**config.mk**
```make
export PLATFORM = sky130hd
export DESIGN_NAME = hazard_ctrl
export DESIGN_NICKNAME = d
export VERILOG_FILES = /design/src/rtl/pipe_pkg.sv /design/src/rtl/hazard_perf_cnt.sv /design/src/rtl/hazard_ctrl.sv
export SDC_FILE = /design/constraint.sdc
export NUM_CORES = 1
export LEC_CHECK = 0
export ABC_AREA = 1
export CELL_PAD_IN_SITES_DETAIL_PLACEMENT = 1
export CELL_PAD_IN_SITES_GLOBAL_PLACEMENT = 2
export CORE_UTILIZATION = 22
export CTS_BUF_LIST = sky130_fd_sc_hd__clkbuf_2 sky130_fd_sc_hd__clkbuf_4 sky130_fd_sc_hd__clkbuf_8
export DETAILED_ROUTE_END_ITERATION = 7
export GPL_ROUTABILITY_DRIVEN = 0
export PLACE_DENSITY_LB_ADDON = 0.12
export RECOVER_POWER = 100
export SYNTH_ARGS = -nofsm -noshare
export SYNTH_HDL_FRONTEND = slang
export SYNTH_SLANG_ARGS = --single-unit
```
**constraint.sdc**
```tcl
create_clock -name clk -period 1.7 [get_ports clk]
set_clock_uncertainty 0.05 [all_clocks]
set_input_delay 0.34 -clock clk [delete_from_list [all_inputs] [get_ports clk]]
set_output_delay 0.34 -clock clk [all_outputs]
set_load 0.02 [all_outputs]
```
**src/rtl/pipe_pkg.sv**
```systemverilog
// Shared pipeline definitions: opcode constants, hazard FSM state encoding, rt-usage helper.
// Latency: none (declarations only).
// Backpressure: not applicable.
package pipe_pkg;

    localparam logic [5:0] OP_RTYPE = 6'b000000;
    localparam logic [5:0] OP_LW    = 6'b100011;
    localparam logic [5:0] OP_SW    = 6'b101011;
    localparam logic [5:0] OP_BEQ   = 6'b000100;

    typedef enum logic [1:0] {
        RUN      = 2'd0,
        MEM_WAIT = 2'd1,
        HALT     = 2'd2
    } hz_state_t;

    // True when the instruction reads rt as a source operand. lw writes rt, so it
    // is excluded; unrecognised opcodes are assumed to read rs only.
    function automatic logic op_uses_rt(input logic [5:0] op);
        return (op == OP_RTYPE) || (op == OP_SW) || (op == OP_BEQ);
    endfunction

endpackage

```
**src/rtl/hazard_perf_cnt.sv**
```systemverilog
// Saturating 32-bit event counter, one increment per cycle with inc high.
// Latency: count visible the cycle after the event.
// Backpressure: none; sticks at all-ones instead of wrapping.
module hazard_perf_cnt (
    input  logic        clk,
    input  logic        rst,
    input  logic        inc,
    output logic [31:0] cnt
);

    // Count events, holding at the maximum value once reached.
    always_ff @(posedge clk) begin
        if (rst) begin
            cnt <= '0;
        end else if (inc && (cnt != 32'hFFFF_FFFF)) begin
            cnt <= cnt + 32'd1;
        end
    end

endmodule

```
**src/rtl/hazard_ctrl.sv**
```systemverilog
// MIPS 5-stage hazard controller: load-use stall, MEM-resolved branch flush, dmem-wait freeze (HAZARD_PERF_EN adds perf counters).
// Latency: control outputs are combinational from state and inputs; state/timeout update on the next edge.
// Backpressure: a pending dmem access freezes every stage; MAX_WAIT consecutive wait cycles latch a sticky timeout and halt.
module hazard_ctrl
    import pipe_pkg::*;
#(
    parameter int MAX_WAIT = 16,
    parameter int CNT_W    = 8
) (
    input  logic        clk,
    input  logic        rst,
    input  logic [5:0]  id_op,
    input  logic [4:0]  id_rs,
    input  logic [4:0]  id_rt,
    input  logic        ex_memread,
    input  logic [4:0]  ex_rt,
    input  logic        mem_branch_taken,
    input  logic        dmem_req,
    input  logic        dmem_ready,
    output logic        pc_write,
    output logic        ifid_write,
    output logic        pipe_write,
    output logic        ifid_flush,
    output logic        idex_bubble,
    output logic        exmem_flush,
    output logic        pc_src,
    output logic        mem_timeout
`ifdef HAZARD_PERF_EN
    ,
    output logic [31:0] perf_lu,
    output logic [31:0] perf_br,
    output logic [31:0] perf_wait
`endif
);

    hz_state_t          state;
    hz_state_t          nxt_state;
    logic [CNT_W-1:0]   wait_cnt;
    logic               lu;
    logic               run_rules;
    logic               cnt_load;
    logic               cnt_inc;
    logic               set_timeout;

    // Load-use: the load in EX writes a register the ID instruction reads. $0 never hazards.
    assign lu = ex_memread && (ex_rt != 5'd0) &&
                ((ex_rt == id_rs) || (op_uses_rt(id_op) && (ex_rt == id_rt)));

    // Next-state and enable/flush decode; branch outranks load-use whenever the pipe can move.
    always_comb begin
        nxt_state   = state;
        pc_write    = 1'b1;
        ifid_write  = 1'b1;
        pipe_write  = 1'b1;
        ifid_flush  = 1'b0;
        idex_bubble = 1'b0;
        exmem_flush = 1'b0;
        pc_src      = 1'b0;
        run_rules   = 1'b0;
        cnt_load    = 1'b0;
        cnt_inc     = 1'b0;
        set_timeout = 1'b0;
        case (state)
            RUN: begin
                if (dmem_req && !dmem_ready) begin
                    pc_write   = 1'b0;
                    ifid_write = 1'b0;
                    pipe_write = 1'b0;
                    cnt_load   = 1'b1;
                    nxt_state  = MEM_WAIT;
                end else begin
                    run_rules = 1'b1;
                end
            end
            MEM_WAIT: begin
                if (!dmem_ready) begin
                    pc_write   = 1'b0;
                    ifid_write = 1'b0;
                    pipe_write = 1'b0;
                    if (wait_cnt == CNT_W'(MAX_WAIT)) begin
                        nxt_state   = HALT;
                        set_timeout = 1'b1;
                    end else begin
                        cnt_inc = 1'b1;
                    end
                end else begin
                    // Access completes: resume and resolve hazards in this same cycle.
                    nxt_state = RUN;
                    run_rules = 1'b1;
                end
            end
            default: begin
                // HALT (and any illegal encoding): everything frozen until reset.
                pc_write   = 1'b0;
                ifid_write = 1'b0;
                pipe_write = 1'b0;
            end
        endcase
        if (run_rules) begin
            if (mem_branch_taken) begin
                pc_src      = 1'b1;
                ifid_flush  = 1'b1;
                idex_bubble = 1'b1;
                exmem_flush = 1'b1;
            end else if (lu) begin
                pc_write    = 1'b0;
                ifid_write  = 1'b0;
                idex_bubble = 1'b1;
            end
        end
    end

    // FSM state, saturating wait counter and sticky timeout flag.
    always_ff @(posedge clk) begin
        if (rst) begin
            state       <= RUN;
            wait_cnt    <= '0;
            mem_timeout <= 1'b0;
        end else begin
            state <= nxt_state;
            if (cnt_load) begin
                wait_cnt <= CNT_W'(1);
            end else if (cnt_inc && (wait_cnt != {CNT_W{1'b1}})) begin
                wait_cnt <= wait_cnt + CNT_W'(1);
            end
            if (set_timeout) begin
                mem_timeout <= 1'b1;
            end
        end
    end

`ifdef HAZARD_PERF_EN
    logic perf_inc_lu;
    logic perf_inc_br;
    logic perf_inc_wait;

    assign perf_inc_lu   = run_rules && !mem_branch_taken && lu;
    assign perf_inc_br   = run_rules && mem_branch_taken;
    assign perf_inc_wait = cnt_load || ((state == MEM_WAIT) && !dmem_ready);

    hazard_perf_cnt u_cnt_lu (
        .clk (clk),
        .rst (rst),
        .inc (perf_inc_lu),
        .cnt (perf_lu)
    );

    hazard_perf_cnt u_cnt_br (
        .clk (clk),
        .rst (rst),
        .inc (perf_inc_br),
        .cnt (perf_br)
    );

    hazard_perf_cnt u_cnt_wait (
        .clk (clk),
        .rst (rst),
        .inc (perf_inc_wait),
        .cnt (perf_wait)
    );
`endif

endmodule

```
==> qor.yml <==
run_status:
  status: "finished, final reports clean"
grt:
  grt_start_max_net_pins: 11
  grt_pass1_wl_mm: 4.698
  grt_overflow: 0
  antenna_found_initial: 0
  track_usage_pct: 13.80
  grt_pass1_vias: 1133
final_layout:
  fillerInstances: 544
  drive_gt1_share_pct: 33.82
  diodes: 0
  area_growth_pct: 55.24
  seqCellArea_sq_um: 220.2
  nets: 234
  multiInputGateArea_sq_um: 611.8
  final_cells: 254
setup_path:
  arrival_ps: 1280
  worstSetupStartpointType: "input port"
  cp.buffers_inverters: 3
  crit_type: "in -> out"
  endpoint: "ifid_write"
  end_kind: "output port"
  cp_num_cells: 10
  startpoint: "ex_rt[0]"
  slowest_stage: "xor2_1"
  crit_required_ps: 1310
  crit_fanout: 4
  cp_top_family: "simple AND/OR/NAND/NOR gates"
  reg2reg_slack_ps: 170
  r2r-end: "wait_cnt[3]$_SDFFE_PP0P_"
  reg2reg_from: "state[1]$_SDFFE_PP0P_"
  r2r_cells: 8
  slowest_delay_ps: 130
  crit_chain: "buf_8 > buf_6 > xor2_1 > nor2_1 > nand3_1 > o21ai_2 > nand2_1 > nand2_1 > nand2_2 > buf_6"
power_and_ir_drop:
  intPower_mw: 0.5550
  switchingPower_mw: 0.2152
  irDropWorstVdd_uv: 301.9
  seqPwrFrac_pct: 34.5
  powerDensity_nw_per_um2: 533.0
  sw_frac_of_total_pct: 27.95
  p_comb_share_pct: 29.1
  p_leak_nw: 0.7214
  p_clk_share_pct: 36.4
placed_design:
  numPortBuffers: 34
  dpl.hpwl_mm: 2.406
  place_inst: 250
  dp_slack_ps: -965.3
routing:
  via_per_inst: 4.264
  drc: 0
  routed_wl_mm: 2.840
  wl_per_cell_microns: 11.18
  antenna_left: 0
  drt_first_iter_violations: 10
  vias: 1083
  firstDrtPassIters: 4
run:
  drv_cap: 0
sta:
  fin_crit_sh_pct: 98.11
  fin_setup_tns_ps: 0
  worstMarginPinSlew_ps: 276.3
  period_minus_slack_ps: 1668
  grt_setup_unrepaired: "yes"
  drv_slew: 0
  hold_slack_ps: 410.8
  setup_ws_ps: 32.19
  setup_viol: 0
  max_freq_mhz: 599.6
  slew_headroom_pct: 81.58
  hold_viol: 0
synthesis:
  yosysTopAreaCellShare_pct: 23.66
  synthTopCellsByArea: "dfxtp_1 (24%), nand2_1 (20%), inv_1 (11%), nand3_1 (6.5%), xor2_1 (5.6%)"
  syn_avg_cell_area_sq_um: 6.045
  yosysUniqueCellTypes: 22
  synth_nets: 183
  synth_seq_area_share_pct: 23.66
  ys_warn_count: 0
  ys_seq_elements: 11
  syn_inst: 154
  synth_top_area_cell: "dfxtp_1"
  syn_area_sq_um: 930.9
floorplan:
  die_x_microns: 67.05
  initial_core_util_pct: 23.11
  io-pin-count: 35
  row_count: 23
  die_area_sq_um: 4496
  core-area_sq_um: 4029
  die_y_microns: 67.05
cts:
  path_clk_slew_ps: 50
  cts_root_buffer: "clkbuf_8"
  post_cts_buffers: 0
  clock_path_buffers: 2
  htree_levels: 1
  clock-sinks: 11
  cts_made_buffers: 3
  tritoncts: "yes"
  clock_latency_ps: 240
worst_hold_path:
  hp-class: "reg -> reg"
  min_path_cells: 2
placed cells by master (no fill, tap or decap):
master / synthesis / final
nand2_1: 49 / 46
inv_1: 28 / 20
buf_4: 3 / 16
nor2_1: 13 / 11
buf_2: 0 / 11
dfxtp_1: 11 / 11
a21oi_1: 10 / 10
nand3_1: 12 / 9
inv_2: 1 / 8
buf_6: 0 / 8
nand3_2: 1 / 6
xor2_1: 6 / 6
dlygate4sd2_1: 0 / 4
nor2_2: 1 / 3
nand2_2: 0 / 3
xnor2_1: 3 / 3
nand4_1: 3 / 3
clkbuf_8: 0 / 3
clkbuf_2: 0 / 3
clkdlybuf4s50_1: 0 / 3
o21ai_0: 3 / 2
ha_1: 2 / 2
clkdlybuf4s15_1: 0 / 2
o21ai_4: 0 / 1
o21ai_2: 0 / 1
o31ai_2: 0 / 1
inv_4: 0 / 1
nor2_4: 1 / 1
o21a_1: 1 / 1
o21bai_1: 1 / 1
a21oi_2: 1 / 1
clkbuf_4: 0 / 1
buf_8: 0 / 1
dlygate4sd3_1: 0 / 1
flip-flops by register name, summed over array words and instances, names as in the netlist:
signal,flops
state,2
mem_timeout,1
wait_cnt,8
cell families (layout without fill, tap and decap cells):
kind of cell / after synthesis / after routing / synth area share (%)
compound gates: 18 / 18 / 10.89
xor+xnor: 9 / 9 / 8.468
fa+ha+maj: 2 / 2 / 2.688
buf+inv: 32 / 82 / 14.11
flops: 11 / 11 / 23.66
simple gates: 82 / 82 / 40.19
cells in the mapped netlist (all sizes together):
cell,number
o21a,1
dfxtp,11
ha,2
a21oi,11
o21ai,4
buf,3
xnor2,3
xor2,6
nand4,3
nand2,49
o31ai,1
inv,29
o21bai,1
nand3,15
nor2,15
cell type report:
class | count | area share, %
Inverter | 29 | 7.706
Timing Repair Buffer | 49 | 27.01
Multi-Input combinational cell | 111 | 42.34
Tap cell | 50 | 4.329
Clock buffer | 4 | 3.377
Sequential cell | 11 | 15.24
worst min path at each step:
stage                             startpoint                       end
global route        mem_timeout$_SDFFE_PP0P_  mem_timeout$_SDFFE_PP0P_
finish              mem_timeout$_SDFFE_PP0P_  mem_timeout$_SDFFE_PP0P_
detailed placement  mem_timeout$_SDFFE_PP0P_  mem_timeout$_SDFFE_PP0P_
global placement    mem_timeout$_SDFFE_PP0P_  mem_timeout$_SDFFE_PP0P_
CTS                 mem_timeout$_SDFFE_PP0P_  mem_timeout$_SDFFE_PP0P_
floorplan                                rst  wait_cnt[0]$_SDFFE_PP0P_
power groups by stage:
| stage | clock [mW] | combinational (mW) | sequential [mW] |
|---|---|---|---|
| after floorplan | 0 | 0.0968 | 0.270 |
| after global placement | 0 | 0.226 | 0.271 |
| after detailed placement | 0 | 0.229 | 0.271 |
| after CTS | 0.292 | 0.227 | 0.266 |
| after global routing | 0.318 | 0.246 | 0.266 |
| final | 0.280 | 0.224 | 0.266 |
layer usage:
metal	global-route usage [%]	wire length (microns)	up-vias	share of wire (%)
met4	4.787	25	0	0.88
met3	1.541	65	4	2.3
li1	-	-	570	-
met1	16.13	1269	494	45
met5	0	0	-	0
met2	25.37	1481	15	52
repair_timing:
action                                  in CTS  in global routing
pin swaps                                   28                  8
resized for setup                          133                  6
hold buffers                                 0                  0
endpoints found under the setup margin       7                  6
tightest hold or removal path, delay by kind of cell, from the launching register on:
family                 cells  cell delay [ps]
AOI/OAI and AO/OA          1               60
DFF                        1              310
buffers and inverters      1               50
per-stage QoR:
| step | area, sq um | util, % | power (mW) |
|---|---|---|---|
| final | 1445 | 35.87 | 0.7702 |
| after global routing | 1445 | 35.87 | 0.8305 |
| after CTS | 1461 | 36.27 | 0.7850 |
| after detailed placement | 1428 | 35.43 | 0.5002 |
| after global placement | 1428 | 35.43 | 0.4970 |
| after floorplan | 934.6 | - | 0.3672 |
(Power assumes the default switching activity.)
